`src/rtl/pc_unit_ras.sv`:
```
// Fetch-stage program counter with step, branch, jump/call and return-address stack.
// Latency: new pc visible one rising edge after an enabled cycle; pc_seq is combinational.
// Backpressure: en = 0 stalls pc and stack; error/misalign pulses drop to 0 while stalled.
module pc_unit_ras #(
    parameter int                 WIDTH        = 32,
    parameter logic [WIDTH-1:0]   RESET_VECTOR = '0,
    parameter int                 STEP         = 4,
    parameter int                 ALIGN_BITS   = 2,
    parameter int                 RAS_DEPTH    = 4
) (
    input  logic             clk,
    input  logic             rst,
    input  logic             en,
    input  logic [1:0]       op,
    input  logic             call,
    input  logic [WIDTH-1:0] offset,
    input  logic [WIDTH-1:0] dataInput,
    output logic [WIDTH-1:0] pc,
    output logic [WIDTH-1:0] pc_seq,
    output logic             ras_empty,
    output logic             ras_full,
    output logic             ras_err,
    output logic             misaligned
);

    localparam int CW = $clog2(RAS_DEPTH + 1);
    localparam int IW = $clog2(RAS_DEPTH);

    // Low target bits that must be zero; all-zero mask when ALIGN_BITS = 0.
    localparam logic [WIDTH-1:0] LOW_MASK   = WIDTH'((64'd1 << ALIGN_BITS) - 64'd1);
    localparam logic [WIDTH-1:0] ALIGN_MASK = ~LOW_MASK;

    localparam logic [1:0] OP_SEQ    = 2'b00;
    localparam logic [1:0] OP_BRANCH = 2'b01;
    localparam logic [1:0] OP_JUMP   = 2'b10;
    localparam logic [1:0] OP_RET    = 2'b11;

    logic [WIDTH-1:0] pc_q, pc_d;
    logic [CW-1:0]    cnt_q, cnt_d;
    logic             ras_err_q, ras_err_d;
    logic             mis_q, mis_d;
    logic [WIDTH-1:0] ras_q [RAS_DEPTH];

    logic             push;
    logic             full;
    logic             empty;
    logic [WIDTH-1:0] target;
    logic [WIDTH-1:0] top_val;

    assign full    = (cnt_q == CW'(RAS_DEPTH));
    assign empty   = (cnt_q == '0);
    assign top_val = ras_q[IW'(cnt_q - CW'(1))];
    assign pc_seq  = pc_q + WIDTH'(STEP);

    // Next-state selection: enable gates everything, then op picks the source.
    always_comb begin
        pc_d      = pc_q;
        cnt_d     = cnt_q;
        ras_err_d = 1'b0;
        mis_d     = 1'b0;
        push      = 1'b0;
        target    = '0;
        if (en) begin
            case (op)
                OP_SEQ: begin
                    pc_d = pc_seq;
                end
                OP_BRANCH: begin
                    target = pc_q + offset;
                    pc_d   = target & ALIGN_MASK;
                    mis_d  = |(target & LOW_MASK);
                end
                OP_JUMP: begin
                    target = dataInput;
                    pc_d   = target & ALIGN_MASK;
                    mis_d  = |(target & LOW_MASK);
                    if (call) begin
                        push = 1'b1;
                        // A full stack drops its oldest entry; depth stays put.
                        if (full) begin
                            ras_err_d = 1'b1;
                        end else begin
                            cnt_d = cnt_q + CW'(1);
                        end
                    end
                end
                OP_RET: begin
                    // Empty-stack return degrades to a sequential step.
                    if (empty) begin
                        pc_d      = pc_seq;
                        ras_err_d = 1'b1;
                    end else begin
                        pc_d  = top_val & ALIGN_MASK;
                        cnt_d = cnt_q - CW'(1);
                    end
                end
                default: begin
                    pc_d = pc_q;
                end
            endcase
        end
    end

    // Control state: pc, stack depth and the one-cycle pulses.
    always_ff @(posedge clk) begin
        if (!rst) begin
            pc_q      <= RESET_VECTOR;
            cnt_q     <= '0;
            ras_err_q <= 1'b0;
            mis_q     <= 1'b0;
        end else begin
            pc_q      <= pc_d;
            cnt_q     <= cnt_d;
            ras_err_q <= ras_err_d;
            mis_q     <= mis_d;
        end
    end

    // Stack storage: write at top, or shift out the oldest entry when full.
    always_ff @(posedge clk) begin
        if (rst && push) begin
            if (full) begin
                for (int i = 0; i < RAS_DEPTH - 1; i++) begin
                    ras_q[i] <= ras_q[i+1];
                end
                ras_q[RAS_DEPTH-1] <= pc_seq;
            end else begin
                ras_q[IW'(cnt_q)] <= pc_seq;
            end
        end
    end

    assign pc         = pc_q;
    assign ras_empty  = empty;
    assign ras_full   = full;
    assign ras_err    = ras_err_q;
    assign misaligned = mis_q;

endmodule

```
`config.mk`:
```
export PLATFORM = sky130hd
export DESIGN_NAME = pc_unit_ras
export DESIGN_NICKNAME = d
export VERILOG_FILES = /design/src/rtl/pc_unit_ras.sv
export SDC_FILE = /design/constraint.sdc
export NUM_CORES = 1
export LEC_CHECK = 0
export ABC_AREA = 1
export CORE_AREA = 2 2 180 182
export CTS_BUF_LIST = sky130_fd_sc_hd__clkbuf_8 sky130_fd_sc_hd__clkbuf_16
export CTS_CLUSTER_SIZE = 16
export DETAILED_ROUTE_END_ITERATION = 8
export DIE_AREA = 0 0 182 184
export RECOVER_POWER = 100
export SYNTH_ARGS = -nofsm -noshare
export SYNTH_HDL_FRONTEND = slang
export SYNTH_SLANG_ARGS = --single-unit
```
`constraint.sdc`:
```
create_clock -name clk -period 6.6 [get_ports clk]
set_input_delay 0.99 -clock clk [delete_from_list [all_inputs] [get_ports clk]]
set_output_delay 0.99 -clock clk [all_outputs]
set_load 0.03 [all_outputs]
```
# Word level (Yosys, flattened, before mapping)
# Memory sizes are Yosys's and may differ from the RTL's.
# Index checks and enable logic that the tools add are counted.
[totals]
out_inout_bits = 68
word_cells = 47
ram_bits = 128
inputBits = 70
ff_bits = 37
n_memories = 1
[mem_list]
columns = ["memory", "words", "width", "read_ports", "rd_clocked_by_memory_dff", "wr", "line_no", "source"]
rows = [
  ["ras_q", 4, 32, 4, 0, 4, "42", "logic [WIDTH-1:0] ras_q [RAS_DEPTH];"],
]
[classes]
n_eq_ne = 7
add_sub_neg = 4
n_mux = 22
n_reduce_logical = 9
[ops]
columns = ["op", "n"]
rows = [
  ["$pmux 32 s4", 1],
  ["$mux 32", 2],
  ["$add 32x3->32 const B", 1],
  ["$add 32x32->32", 1],
  ["$reduce_or 32->1", 1],
  ["$mux 1", 12],
  ["$mux 3", 3],
  ["$ne 2x2->1 const B", 3],
  ["$pmux 3 s2", 1],
  ["$reduce_and 5->1", 1],
  ["$eq 2x2->1 const B", 2],
  ["$pmux 1 s2", 2],
  ["$reduce_or 2->1", 2],
  ["$add 3x1->3 const B", 1],
  ["$eq 3x3->1 const B", 1],
  ["$logic_not 3->1", 1],
  ["$sub 3x1->3 const B", 1],
  ["$eq 2x1->1 const B", 1],
  ["$logic_not 2->1", 1],
  ["$mux 2", 1],
  ["$reduce_and 2->1", 1],
  ["$reduce_bool 2->1", 1],
  ["$logic_and 1x1->1", 1],
]

# Depth between registers and ports, before layout
[logic_depth]
ltp_word = 8
ltp_mapped = 14
mapped_depth_nobuf = 14

# Least setup slack after synthesis
# No wires, ideal clock.
[synth_path]
path_type = "in2reg"
start = "input op[0]"
end = "memory ras_q[3][10], enable pin"
n_path_buf = 1
required_time_ps = 6107
cell_stages = 8
path_slack_ps = 1601
setup_ps = 493
arrival_time_ps = 4506
cell_sequence = "inv_1 ha_1 buf_2 nand2_1 nor2_1 nand2_1 nor2_1 nor4_1"
[synth_rtl]
columns = ["item", "line_no", "source"]
rows = [
  ["from (decl)", "14", "input logic [1:0] op,"],
  ["to (decl)", "42", ""],
]

# Worst setup path in the final report
[layout_path]
start = "register pc_q[2], in the netlist pc[2]"
end = "output pc_seq[20]"
[layout_between]
elab_chain_cells = 1
[layout_lines]
columns = ["item", "line_no", "source"]
rows = [
  ["from (decl)", "38", "logic [WIDTH-1:0] pc_q, pc_d;"],
  ["from (signal assigned)", "112", "pc_q <= pc_d;"],
  ["$add 32x3->32", "53", "assign pc_seq = pc_q + WIDTH'(STEP);"],
  ["to (decl)", "19", "output logic [WIDTH-1:0] pc_seq,"],
]
# Every way passes these cells.

==> impl_metrics.json <==
{
  "numCtsBuffers": 17,
  "vdd.ir_drop.worst_mv": 0.188,
  "grt_antenna_before_repair": 0,
  "ioPinCount": 138,
  "tightest_slew_ns": 2.04,
  "finalSetupViolations": 0,
  "worst_setup_path_end_kind": "output port",
  "finClkSkew_ns": 0.0100,
  "crit_fanout": 8,
  "clk_latency_ns": 0.43,
  "synth-compound-area-share_pct": 12.2,
  "violations": "capacitance limit, slew limit",
  "rr_endpoint": "ras_q[2][4]",
  "cts_tree": "yes",
  "post_cts_resized": 0,
  "crit_type": "flop to output port",
  "min_to": "cnt_q[2]",
  "rows": 65,
  "crit_slowest_cell": "dlygate4sd3_1",
  "p_leak_nw": 5.98,
  "grt-ovfl-total": 0,
  "cts_buffer_depth": 2,
  "fin_nets": 1776,
  "synthTopCellsByArea": "edfxtp_1, nand2_1, dfxtp_1",
  "syn-cell-area_um2": 10900,
  "finalWirelength_um": 36900,
  "yosys_warnings": 0,
  "slew_headroom_pct": -36.2,
  "worstHoldPathCells": 2,
  "drt_pass1_iterations": 5,
  "drt_iter0_drc": 1036,
  "synth_xor_area_share_pct": 1.79,
  "netlist_instances": 1562,
  "clock_sinks": 155,
  "synthFlopType": "edfxtp_1",
  "synth_top_cell_by_area": "edfxtp_1",
  "port_buffers": 133,
  "drive_gt1_share_pct": 3.93,
  "start_kind": "flop",
  "period_share_pct": 82.2,
  "netlist.area_leader.share_pct": 33.0,
  "cts.hold.buffers_added": 0,
  "dieArea_um2": 33500,
  "synthAdderAreaFrac_pct": 4.24,
  "cts-htree-levels": 4,
  "setup_tns_ns": 0,
  "synthArstFlopShare_pct": 0,
  "start_util_pct": 34.8,
  "r2r_slack_ns": 1.74,
  "ys_types": 48,
  "vias_per_cell": 5.14,
  "fin_total_pwr_w": 0.00269,
  "synth-seq-cells": 155,
  "post_cts_buffers": 0,
  "n_antenna_cell": 0,
  "seq_area_frac_synth_pct": 39.4,
  "synth.avg_cell_area_um2": 6.99,
  "rsz0062_at_grt": "no",
  "r2r-start": "cnt_q[0]",
  "synth_top_family_by_area": "simple AND/OR/NAND/NOR gates",
  "drc": 0,
  "cts_root_buffer": "clkbuf_16",
  "die_y_um": 184,
  "status": "finished with violations",
  "cp.required_ns": 5.61,
  "drv_cap": 3,
  "grt_start_max_net_pins": 68,
  "synth_mux_area_share_pct": 0,
  "fin_crit_ns": 5.43,
  "synth-simple-area-share_pct": 33.0,
  "gp_congestion": 0.904,
  "cp.arrival_ns": 4.44,
  "cpPeakStageDelay_ns": 0.84,
  "powerDensity_nw_per_um2": 206,
  "dp.final_hpwl_um": 27500,
  "min_from": "cnt_q[2]",
  "syn2layout_area_growth_pct": 19.5,
  "grt_pass1_vias": 10300,
  "cp_cell_sequence": "clkbuf_1, ha_1, nand3_1, nor3_1, nand2_1, nor2_1, xor2_1, dlygate4sd3_1",
  "ant_nets": 0,
  "via_count": 10700,
  "core-area_um2": 31400,
  "grt_usage_pct": 22.2,
  "finalMaxSlewViolations": 136,
  "hold_viol": 0,
  "die_x_um": 182,
  "clk_pin_slew_ns": 0.06,
  "grt_pass1_wl_um": 57000,
  "final_cell_mix": "nand2_1, inv_1, o21ai_0",
  "synth-edff-count": 120,
  "min_path_type": "flop to flop",
  "timing.fmax_ghz": 0.184,
  "reg2regPathDepth": 12,
  "wl_per_cell_um": 17.7,
  "layout_commonest_cell": "nand2_1"
}
-- cell type report --
type / count / area, um2
Timing Repair Buffer: 149 / 1430
Multi-Input combinational cell: 1153 / 5530
Fill cell: 3254 / 18400
Clock inverter: 13 / 130
Sequential cell: 155 / 4310
Inverter: 193 / 724
Clock buffer: 17 / 425
Tap cell: 402 / 503
-- worst max-delay path by stage --
stage               start      endpoint  slack [ns]  cells after the start
CTS                 op[0]  ras_q[0][26]        2.21                     13
global route        pc[2]    pc_seq[20]        1.01                      8
global placement    op[0]  ras_q[0][22]        1.88                     13
floorplan           op[0]  ras_q[3][10]        1.60                      8
finish              pc[2]    pc_seq[20]        1.17                      8
detailed placement  op[0]  ras_q[0][22]        1.77                     13
-- through the flow --
stage                     area, um2  util (%)  hold slack [ns]  worst slack [ns]  instances
after floorplan               10900         -            0.488              1.60       1565
after global placement        12600      40.1            0.507              1.88       2052
after detailed placement      12600      40.1            0.515              1.77       2052
after CTS                     13200      41.9            0.526              2.21       2082
after global routing          13000      41.5            0.574              1.01       2082
final                         13000      41.5            0.526              1.17       2082
-- worst max-delay path: cells and delay by family (launching register included) --
kind                     cells  cell delay [ns]
adder cells (fa/ha/maj)      1             0.32
buffers and inverters        2             1.34
AND/OR/NAND/NOR              4             1.37
flip-flops                   1             0.33
XOR/XNOR                     1             0.65
-- state kept, by name (all words and copies together) (netlist names) --
name        count
ras_q         120
pc             30
cnt_q           3
misaligned      1
ras_err         1
-- kinds of logic after synthesis --
kind of cell    count (synthesis)
compound gates                241
flops                         155
other cells                     1
simple gates                  853
xor+xnor                       18
buf+inv                       257
fa+ha+maj                      37
-- metal layers --
| layer | part of all wire [%] | global-route usage (%) |
|---|---|---|
| met1 | 44 | 29.8 |
| met2 | 47 | 37.2 |
| met3 | 7.5 | 3.78 |
| met4 | 1.9 | 5.84 |
| met5 | 0 | 0 |
-- cell usage after synthesis, types with 4 or more instances --
cell,instances
xor2_2,4
buf_2,17
nand2_1,588
nor3_1,15
o21ai_1,10
clkbuf_1,38
a32o_1,13
nor3_4,4
nand3b_1,5
ha_1,37
edfxtp_1,120
inv_2,9
inv_1,182
buf_4,5
nand3_1,125
nand4_1,15
nor2_1,72
nor3_2,4
xor2_1,10
or2_2,5
dfxtp_1,35
o21ai_0,125
a21o_1,6
a21oi_1,70
-- power by group --
group	leakage (nW)	internal, W	total, W	switching [W]
logic	4.32	0.000212	0.000637	0.000425
clock network	0.273	0.000549	0.000951	0.000402
registers	1.38	0.00107	0.00110	0.0000377
Note: power is estimated with default switching activity, not from simulation.
